## src/rtl/game_input_ctrl.sv

```systemverilog
// Button front-end: 2-FF sync, per-button debounce, press-edge detect and
// priority arbitration into single-cycle game commands. Optional LONG_PRESS_RESET_EN.
module game_input_ctrl #(
  parameter int DEBOUNCE_CYCLES = 250000,
  parameter int LONG_CYCLES     = 50000000,
  parameter bit ACTIVE_LOW      = 1'b1
) (
  input  logic       clk,
  input  logic       reset,
  input  logic       btnStart,
  input  logic       btnPause,
  input  logic       btnReset,
  output logic       startGame,
  output logic       pauseGame,
  output logic       resetGame,
  output logic [2:0] btnLevel
);

  typedef enum logic [2:0] {
    CMD_NONE  = 3'b000,
    CMD_START = 3'b001,
    CMD_PAUSE = 3'b010,
    CMD_RESET = 3'b100
  } cmd_e;

  localparam int            CW       = $clog2(DEBOUNCE_CYCLES);
  localparam logic [CW-1:0] CNT_MAX  = CW'(DEBOUNCE_CYCLES - 1);
  localparam logic [2:0]    RAW_IDLE = ACTIVE_LOW ? 3'b111 : 3'b000;

  if (DEBOUNCE_CYCLES < 2 || LONG_CYCLES < 2) begin : g_param_check
    $error("game_input_ctrl: DEBOUNCE_CYCLES and LONG_CYCLES must be >= 2");
  end

  // Bit order everywhere: {reset, pause, start}
  logic [2:0]    raw;
  logic [2:0]    sync1;
  logic [2:0]    sync2;
  logic [2:0]    btn_s;
  logic [2:0]    stable;
  logic [2:0]    stable_q;
  logic [2:0]    press;
  logic [CW-1:0] cnt [3];
  logic          long_evt;
  cmd_e          cmd;

  assign raw = {btnReset, btnPause, btnStart};

  // NOTE: sequential state uses non-blocking assignments so every register
  // samples pre-edge values, independent of statement order.
  always_ff @(posedge clk or posedge reset) begin
    if (reset) begin
      sync1 <= RAW_IDLE;
      sync2 <= RAW_IDLE;
    end else begin
      sync1 <= raw;
      sync2 <= sync1;
    end
  end

  assign btn_s = ACTIVE_LOW ? ~sync2 : sync2;

  // A level is accepted only after DEBOUNCE_CYCLES consecutive disagreeing
  // samples; any agreeing sample restarts the window, so cnt never wraps.
  // NOTE: the counter array is plain flops, so it is reset like any register.
  always_ff @(posedge clk or posedge reset) begin
    if (reset) begin
      stable <= '0;
      for (int i = 0; i < 3; i++) cnt[i] <= '0;
    end else begin
      for (int i = 0; i < 3; i++) begin
        if (btn_s[i] == stable[i]) begin
          cnt[i] <= '0;
        end else if (cnt[i] == CNT_MAX) begin
          stable[i] <= btn_s[i];
          cnt[i]    <= '0;
        end else begin
          cnt[i] <= cnt[i] + CW'(1);
        end
      end
    end
  end

  always_ff @(posedge clk or posedge reset) begin
    if (reset) stable_q <= '0;
    else       stable_q <= stable;
  end

  assign press = stable & ~stable_q;

`ifdef LONG_PRESS_RESET_EN
  localparam int            HW       = $clog2(LONG_CYCLES);
  localparam logic [HW-1:0] HOLD_MAX = HW'(LONG_CYCLES - 1);

  logic [HW-1:0] hold_cnt;
  logic          long_done;

  // Saturates at HOLD_MAX; long_done blocks a second fire within one hold.
  always_ff @(posedge clk or posedge reset) begin
    if (reset) begin
      hold_cnt  <= '0;
      long_done <= 1'b0;
    end else if (!stable[0]) begin
      hold_cnt  <= '0;
      long_done <= 1'b0;
    end else if (hold_cnt != HOLD_MAX) begin
      hold_cnt <= hold_cnt + HW'(1);
    end else begin
      long_done <= 1'b1;
    end
  end

  assign long_evt = stable[0] & ~long_done & (hold_cnt == HOLD_MAX);
`else
  assign long_evt = 1'b0;
`endif

  // Lower-priority presses on the same edge are dropped, not deferred.
  // NOTE: cmd gets a default before any branch so no latch is inferred.
  always_comb begin
    cmd = CMD_NONE;
    if (press[2] || long_evt) cmd = CMD_RESET;
    else if (press[1])        cmd = CMD_PAUSE;
    else if (press[0])        cmd = CMD_START;
  end

  always_ff @(posedge clk or posedge reset) begin
    if (reset) begin
      startGame <= 1'b0;
      pauseGame <= 1'b0;
      resetGame <= 1'b0;
    end else begin
      startGame <= (cmd == CMD_START);
      pauseGame <= (cmd == CMD_PAUSE);
      resetGame <= (cmd == CMD_RESET);
    end
  end

  assign btnLevel = stable;

endmodule

```

## config.mk

```make
export PLATFORM = sky130hd
export DESIGN_NAME = game_input_ctrl
export DESIGN_NICKNAME = d
export VERILOG_FILES = /design/src/rtl/game_input_ctrl.sv
export SDC_FILE = /design/constraint.sdc
export NUM_CORES = 1
export LEC_CHECK = 0
export CAP_MARGIN = 20
export CORE_ASPECT_RATIO = 1.5
export CORE_MARGIN = 2
export CORE_UTILIZATION = 35
export DETAILED_ROUTE_END_ITERATION = 16
export RECOVER_POWER = 25
export SETUP_SLACK_MARGIN = 0.5
export SYNTH_ARGS = -nofsm -noshare
export SYNTH_HDL_FRONTEND = slang
export SYNTH_SLANG_ARGS = --single-unit
```

## constraint.sdc

```tcl
create_clock -name clk -period 2.3 [get_ports clk]
set_input_delay 0.69 -clock clk [delete_from_list [all_inputs] [get_ports clk]]
set_output_delay 0.69 -clock clk [all_outputs]
set_load 0.005 [all_outputs]
```

==> impl_metrics.sql <==
INSERT INTO impl_metrics (metric_group, metric, value, unit) VALUES
('place', 'place_worst_setup_slack', '0.478', 'ns'),
('yosys', 'ys_flop_type', 'dfrtp_1', ''),
('die', 'die-area', '9840', 'µm²'),
('routing', 'drt_wl_total', '5990', 'µm'),
('yosys', 'yosys.area_share.xor_xnor', '0.125', ''),
('run_status', 'outcome', 'completed', ''),
('critical_path', 'worstPathRequired', '2.56', 'ns'),
('yosys', 'synth_compound_gate_area_share', '0.0427', ''),
('cts', 'cts-root-buf', 'clkbuf_16', ''),
('pwr', 'irDropWorstVdd', '492', 'µV'),
('die', 'core', '8830', 'µm²'),
('timing', 'slew_limit_headroom', '0.486', ''),
('die', 'placement_rows', '42', ''),
('yosys', 'synthDominantAreaCellType', 'dfrtp_1', ''),
('yosys', 'yosys_register_bits', '69', ''),
('critical_path', 'worst_setup_path_start_kind', 'flop', ''),
('place', 'numPortBuffers', '10', ''),
('global_routing', 'use_met2', '0.209', ''),
('cts', 'cts.sink_count', '69', ''),
('timing', 'rsz0062_at_grt', 'true', ''),
('global_routing', 'global_route_wire_length_before_repair', '10200', 'µm'),
('yosys', 'seq_area_frac_synth', '0.548', ''),
('global_routing', 'grt-busiest-layer', 'met2', ''),
('timing', 'period_share', '0.768', ''),
('routing', 'initialDrtViolationCount', '97', ''),
('critical_path', 'worst-endpoint-arrival', '2.02', 'ns'),
('die', 'die-width', '81.7', 'µm'),
('cts', 'cts_hold_buffers', '0', ''),
('critical_path', 'crit_path_max_fanout', '6', ''),
('yosys', 'synthesis.yosys.warnings', '0', ''),
('timing', 'worst_pin_slew', '0.767', 'ns'),
('pwr', 'finalPower', '2.56', 'mW'),
('yosys', 'synth.top_cell.area_share', '0.498', ''),
('die', 'die_h', '120', 'µm'),
('yosys', 'post_synth_num_cell_types', '31', ''),
('place', 'gp_congestion', '0.906', ''),
('yosys', 'syn-num-nets', '313', ''),
('cells_and_area', 'final_layout_size_suffix_gt1_frac', '0.188', ''),
('global_routing', 'grt.met1_usage', '0.159', ''),
('timing', 'report.final.hold_viol_count', '0', ''),
('routing', 'firstDrtPassIters', '4', ''),
('critical_path', 'critical_path_class', 'reg -> reg', ''),
('global_routing', 'grt_pass1_vias', '2255', ''),
('timing', 'whs', '0.360', 'ns'),
('die', 'ioPinCount', '11', ''),
('timing', 'final.min_clock_period', '1.77', 'ns'),
('global_routing', 'number_of_antenna_violations_at_the_first_check_in_global_routing', '0', ''),
('timing', 'timing.setup.tns', '0', 'ns'),
('yosys', 'synth_top_family_by_area', 'simple AND/OR/NAND/NOR gates', ''),
('cells_and_area', 'finish.net_count', '354', ''),
('cts', 'ctsLongestPathBuffers', '2', ''),
('cells_and_area', 'mostFrequentLayoutCell', 'nor2_1', ''),
('yosys', 'yosys.area_share.simple', '0.242', ''),
('yosys', 'synth_mux_area_frac', '0.00632', ''),
('timing', 'fmax', '566', 'MHz'),
('timing', 'finalSetupViolCount', '0', ''),
('cells_and_area', 'area_delta_synth_final', '22.1', '%'),
('yosys', 'syn_area_per_cell', '10.4', 'µm²'),
('cells_and_area', 'finish.utilization', '0.438', ''),
('yosys', 'yosys.area_share.adder', '0.0119', ''),
('run', 'max_cap_violations', '0', ''),
('timing', 'setup_ws', '0.534', 'ns'),
('cts', 'tritoncts', 'yes', ''),
('global_routing', 'maximum_number_of_pins_on_one_net_before_global_route_repair', '37', ''),
('timing', 'timing.final.max_slew_violations', '0', ''),
('pwr', 'power_per_cell_area', '663', 'nW/µm²'),
('critical_path', 'critical_path.endpoint_type', 'flop', ''),
('cells_and_area', 'multi_input_area', '1380', 'µm²'),
('pwr', 'leakage_power_total', '1.52', 'nW'),
('cells_and_area', 'fillers', '842', ''),
('place', 'detailed_place_hpwl', '4000', 'µm');
## timing repair
| item | 4_1_cts | 5_1_grt |
|---|---|---|
| setup buffers | 4 | 12 |
| pin swaps | 0 | 7 |
| resized for setup | 8 | 15 |
| endpoints found under the setup margin | 10 | 41 |
## cell type report
cell class / instances / share of cell area
clock buffer: 11 / 0.0602
timing repair buffer: 33 / 0.0699
sequential: 69 / 0.452
clock inverter: 5 / 0.00712
inverter: 17 / 0.0168
multi-input combinational: 216 / 0.358
tap: 110 / 0.0356
## through the flow
| step | area [µm²] | cells |
|---|---|---|
| after detailed placement | 3460 | 429 |
| after global placement | 3460 | 429 |
| after global routing | 3860 | 461 |
| after floorplan | 3170 | 305 |
| final | 3860 | 461 |
| after CTS | 3750 | 449 |
## cell usage after synthesis, types with 5 or more instances
master and n:
a21oi_1 6, nand4_1 13, xnor2_1 37, dfrtp_1 63, inv_1 17, dfstp_2 6, nor2_1 58, nand3_1 19
nor4_1 16, o21ai_0 5, nand2_1 11, nor3_1 12, or3_1 5, xor2_1 8
## routing by layer
metal  vias to the layer above  part of all wire
met1                      1120              0.45
met3                        19             0.036
met2                        39              0.48
li1                       1147                 -
met5                         -                 0
met4                         0             0.036
## final timing paths
path                                          to  depth (start not counted)          startpoint  slack [ns]
setup / recovery               cnt[15]$_DFF_PP0_                          4    cnt[9]$_DFF_PP0_        0.53
hold / removal                sync2[2]$_DFF_PP1_                          0  sync1[2]$_DFF_PP1_        0.36
setup reg to reg               cnt[15]$_DFF_PP0_                          4    cnt[9]$_DFF_PP0_        0.53
hold reg to reg               sync2[2]$_DFF_PP1_                          0  sync1[2]$_DFF_PP1_        0.36
max in group asynchronous      cnt[24]$_DFF_PP0_                          3               reset        0.71
min in group asynchronous  stable_q[0]$_DFF_PP0_                          2               reset        0.91
## cell families (layout without fill, tap and decap cells)
| kind of cell | count (synthesis) | in the layout |
|---|---|---|
| AND/OR/NAND/NOR | 148 | 148 |
| flip-flops | 69 | 69 |
| AO/OA/AOI/OAI | 18 | 18 |
| buffers and inverters | 20 | 66 |
| adder cells (fa/ha/maj) | 3 | 3 |
| multiplexers | 2 | 2 |
| XOR/XNOR | 45 | 45 |
## power by group
group | internal [mW] | switching [mW]
Combinational | 0.0324 | 0.0541
Sequential | 1.24 | 0.0171
Clock | 0.721 | 0.499
Total | 1.99 | 0.570
## flip-flops by register name, summed over array words and instances, names as in the netlist
name and count:
cnt 54, btnLevel 3, stable_q 3, startGame 1
pauseGame 1, sync2 3, sync1 3, resetGame 1
## worst max-delay path, cell delays in order (launching register included)
cell     delay [ns]
dfrtp_1        0.46
nand2_1        0.15
or4_4          0.52
or4_1          0.40
a21oi_1        0.16
Power figures use the tool's default switching activity.
==> RTL edit (same settings) <==
Put one more register stage on the output `pauseGame`, without a reset. The value now appears one clock later. The other outputs are not delayed to match.
--- a/src/rtl/game_input_ctrl.sv
+++ b/src/rtl/game_input_ctrl.sv
@@ -26,6 +26,8 @@
   localparam int            CW       = $clog2(DEBOUNCE_CYCLES);
   localparam logic [CW-1:0] CNT_MAX  = CW'(DEBOUNCE_CYCLES - 1);
   localparam logic [2:0]    RAW_IDLE = ACTIVE_LOW ? 3'b111 : 3'b000;
+
+  logic pauseGame_s0;
 
   if (DEBOUNCE_CYCLES < 2 || LONG_CYCLES < 2) begin : g_param_check
     $error("game_input_ctrl: DEBOUNCE_CYCLES and LONG_CYCLES must be >= 2");
@@ -126,16 +128,20 @@
   always_ff @(posedge clk or posedge reset) begin
     if (reset) begin
       startGame <= 1'b0;
-      pauseGame <= 1'b0;
+      pauseGame_s0 <= 1'b0;
       resetGame <= 1'b0;
     end else begin
       startGame <= (cmd == CMD_START);
-      pauseGame <= (cmd == CMD_PAUSE);
+      pauseGame_s0 <= (cmd == CMD_PAUSE);
       resetGame <= (cmd == CMD_RESET);
     end
   end
 
   assign btnLevel = stable;
 
+  always_ff @(posedge clk) begin
+    pauseGame <= pauseGame_s0;
+  end
+
 endmodule
 
Check against the original RTL: no difference found for any inputs over 10 cycles, from zero or initial values and one cycle with reset high; that may be too few to reach the edited logic, so the function may still have changed.
==> RTL edit against the original RTL <==
Clock skew decreased by 1.4 ps. Power increased by 2.4%. Sequential share of layout area about the same. Worst setup slack improved by 37 ps. Combinational power decreased by 1%. Critical path type unchanged. Design area increased by 1.7%. Sequential cell count increased by 1. Largest power group unchanged. Clock power increased by 3%. Synthesized area increased by 0.63%. Fmax increased by 2.1%. Routed wire length increased by 2.8%.
==> RTL edit: results (changes against the original RTL) <==
stage,metric,value,unit,change
layout,final_cells,464,,+0.65%
placement,dp_slack,491,ps,+13.3 ps
clock_tree,clk_latency,330,ps,about the same
layout,drive_gt1_frac,0.206,,+0.0182
synthesis,avgSynthCellArea,10.4,µm²,+0.30%
sta,slew-limit-headroom,0.508,,+0.0221
route,vias_per_cell,5.04,,about the same
clock_tree,cts_buffer_depth,2,,unchanged
critical_path,crit_fanout,9,,+3
grt,grt_pass1_vias,2325,,+3.1%
synthesis,synth.distinct_cells,32,,+3.2%
run_status,status,"complete, no violations",,
sta,clock_skew,7.21,ps,-1.36 ps
synthesis,synth_area_leaders,"dfrtp_1 (49%), xnor2_1 (10%), nor2_1 (6.8%)",,
critical_path,crit_path_max_incr_delay,550,ps,+30 ps
layout,nets,358,,+1.1%
placement,hpwl,3.95,mm,-1.2%
pwr,p_leak,1.54,nW,+1.1%
critical_path,arrival,1980,ps,-40 ps
synthesis,yosysWarnings,0,,unchanged
pwr,vdd_drop_max,464,µV,-5.7%
grt,grt_pass1_wl,10.1,mm,-1.7%
placement,gp_congestion,0.817,,-9.8%
synthesis,ys_async_sr_fraction,0.986,,-0.0143
layout,n_antenna_cell,0,,unchanged
critical_path,cp_slowest_cell,or4_4,,
synthesis,syn_nets,314,,+0.32%
grt,track_usage,0.134,,-0.00181
placement,port_buffers,10,,unchanged
synthesis,synth_commonest_cells,"dfrtp_1 (63), nor2_1 (58), xnor2_1 (37), nand3_1 (19), inv_1 (17)",,
synthesis,synth_seq_area_share,0.551,,+0.00284
placement,numPlacedInstances,430,,+0.23%
clock_tree,cts-root-buf,clkbuf_16,,
layout,largest_reg_flops,54,,unchanged
layout,regMostFlops,cnt,,
route,firstDrtPassIters,4,,unchanged
route,finalWirelength,6.16,mm,+2.8%
grt,grt_max_degree,40,,+8.1%
grt,antenna_found_initial,0,,unchanged
worst_hold_path,hold_path.class,reg2reg,,
route,dr.first_iter.drc_count,101,,+4.1%
clock_tree,clk_pin_slew,50,ps,
clock_tree,h-tree-depth,3,,unchanged
## RTL edit: kinds of logic (layout without fill, tap and decap cells)
group / count (synthesis) / after routing / share of synthesized area
and+or+nand+nor: 148 / 148 / 0.240
DFF: 70 / 70 / 0.551
xor gates and xnor gates: 45 / 45 / 0.124
buffers and inverters: 20 / 68 / 0.0247
AOI/OAI and AO/OA: 18 / 18 / 0.0424
adders and majority gates: 3 / 3 / 0.0118
muxes: 2 / 2 / 0.00628
## RTL edit: worst paths after layout
path	cells after the start	slack (ps)	to	start
worst max-delay path	4	570	cnt[17]$_DFF_PP0_	cnt[5]$_DFF_PP0_
worst min-delay path	0	350	pauseGame$_DFF_P_	pauseGame_s0$_DFF_PP0_
worst max register to register	4	570	cnt[17]$_DFF_PP0_	cnt[5]$_DFF_PP0_
worst min register to register	0	350	pauseGame$_DFF_P_	pauseGame_s0$_DFF_PP0_
max in group asynchronous	3	700	cnt[23]$_DFF_PP0_	reset
min in group asynchronous	3	980	cnt[50]$_DFF_PP0_	reset
## RTL edit: layout make-up
class                      count  area [µm²]
tap                          110         138
multi-input combinational    216        1400
clock buffer                  14         264
clock inverter                 1        7.51
sequential                    70        1780
inverter                      17        67.6
fill                         837        4900
timing repair buffer          36         278
## RTL edit: worst max-delay path, delay by kind of cell, from the launching register on
family / cells / cell delay [ps]
DFF: 1 / 420
AOI/OAI and AO/OA: 1 / 150
and+or+nand+nor: 3 / 1090
## RTL edit: timing repair
action,in CTS,in global routing
setup buffers,3,16
pin swaps,0,4
gates cloned,0,0
endpoints found under the setup margin,8,33
resized for setup,7,24
## RTL edit: power by group
part / switching [mW] / total (mW) / internal, mW
logic: 0.0548 / 0.0855 / 0.0307
clock network: 0.482 / 1.26 / 0.783
registers: 0.0173 / 1.27 / 1.25
## RTL edit: metrics by stage
step           hold slack, ps  area (µm²)
2_1_floorplan             324        3190
3_3_place_gp              331        3460
3_5_place_dp              343        3460
4_1_cts                   356        3760
5_1_grt                   356        3930
6_report                  346        3930
## RTL edit: metal layers
metal / up-vias / track usage / part of all wire
li1: 1149 / - / -
met1: 1145 / 0.154 / 0.44
met2: 32 / 0.215 / 0.50
met3: 12 / 0.0418 / 0.026
met4: 0 / 0.0771 / 0.027
met5: - / 0 / 0
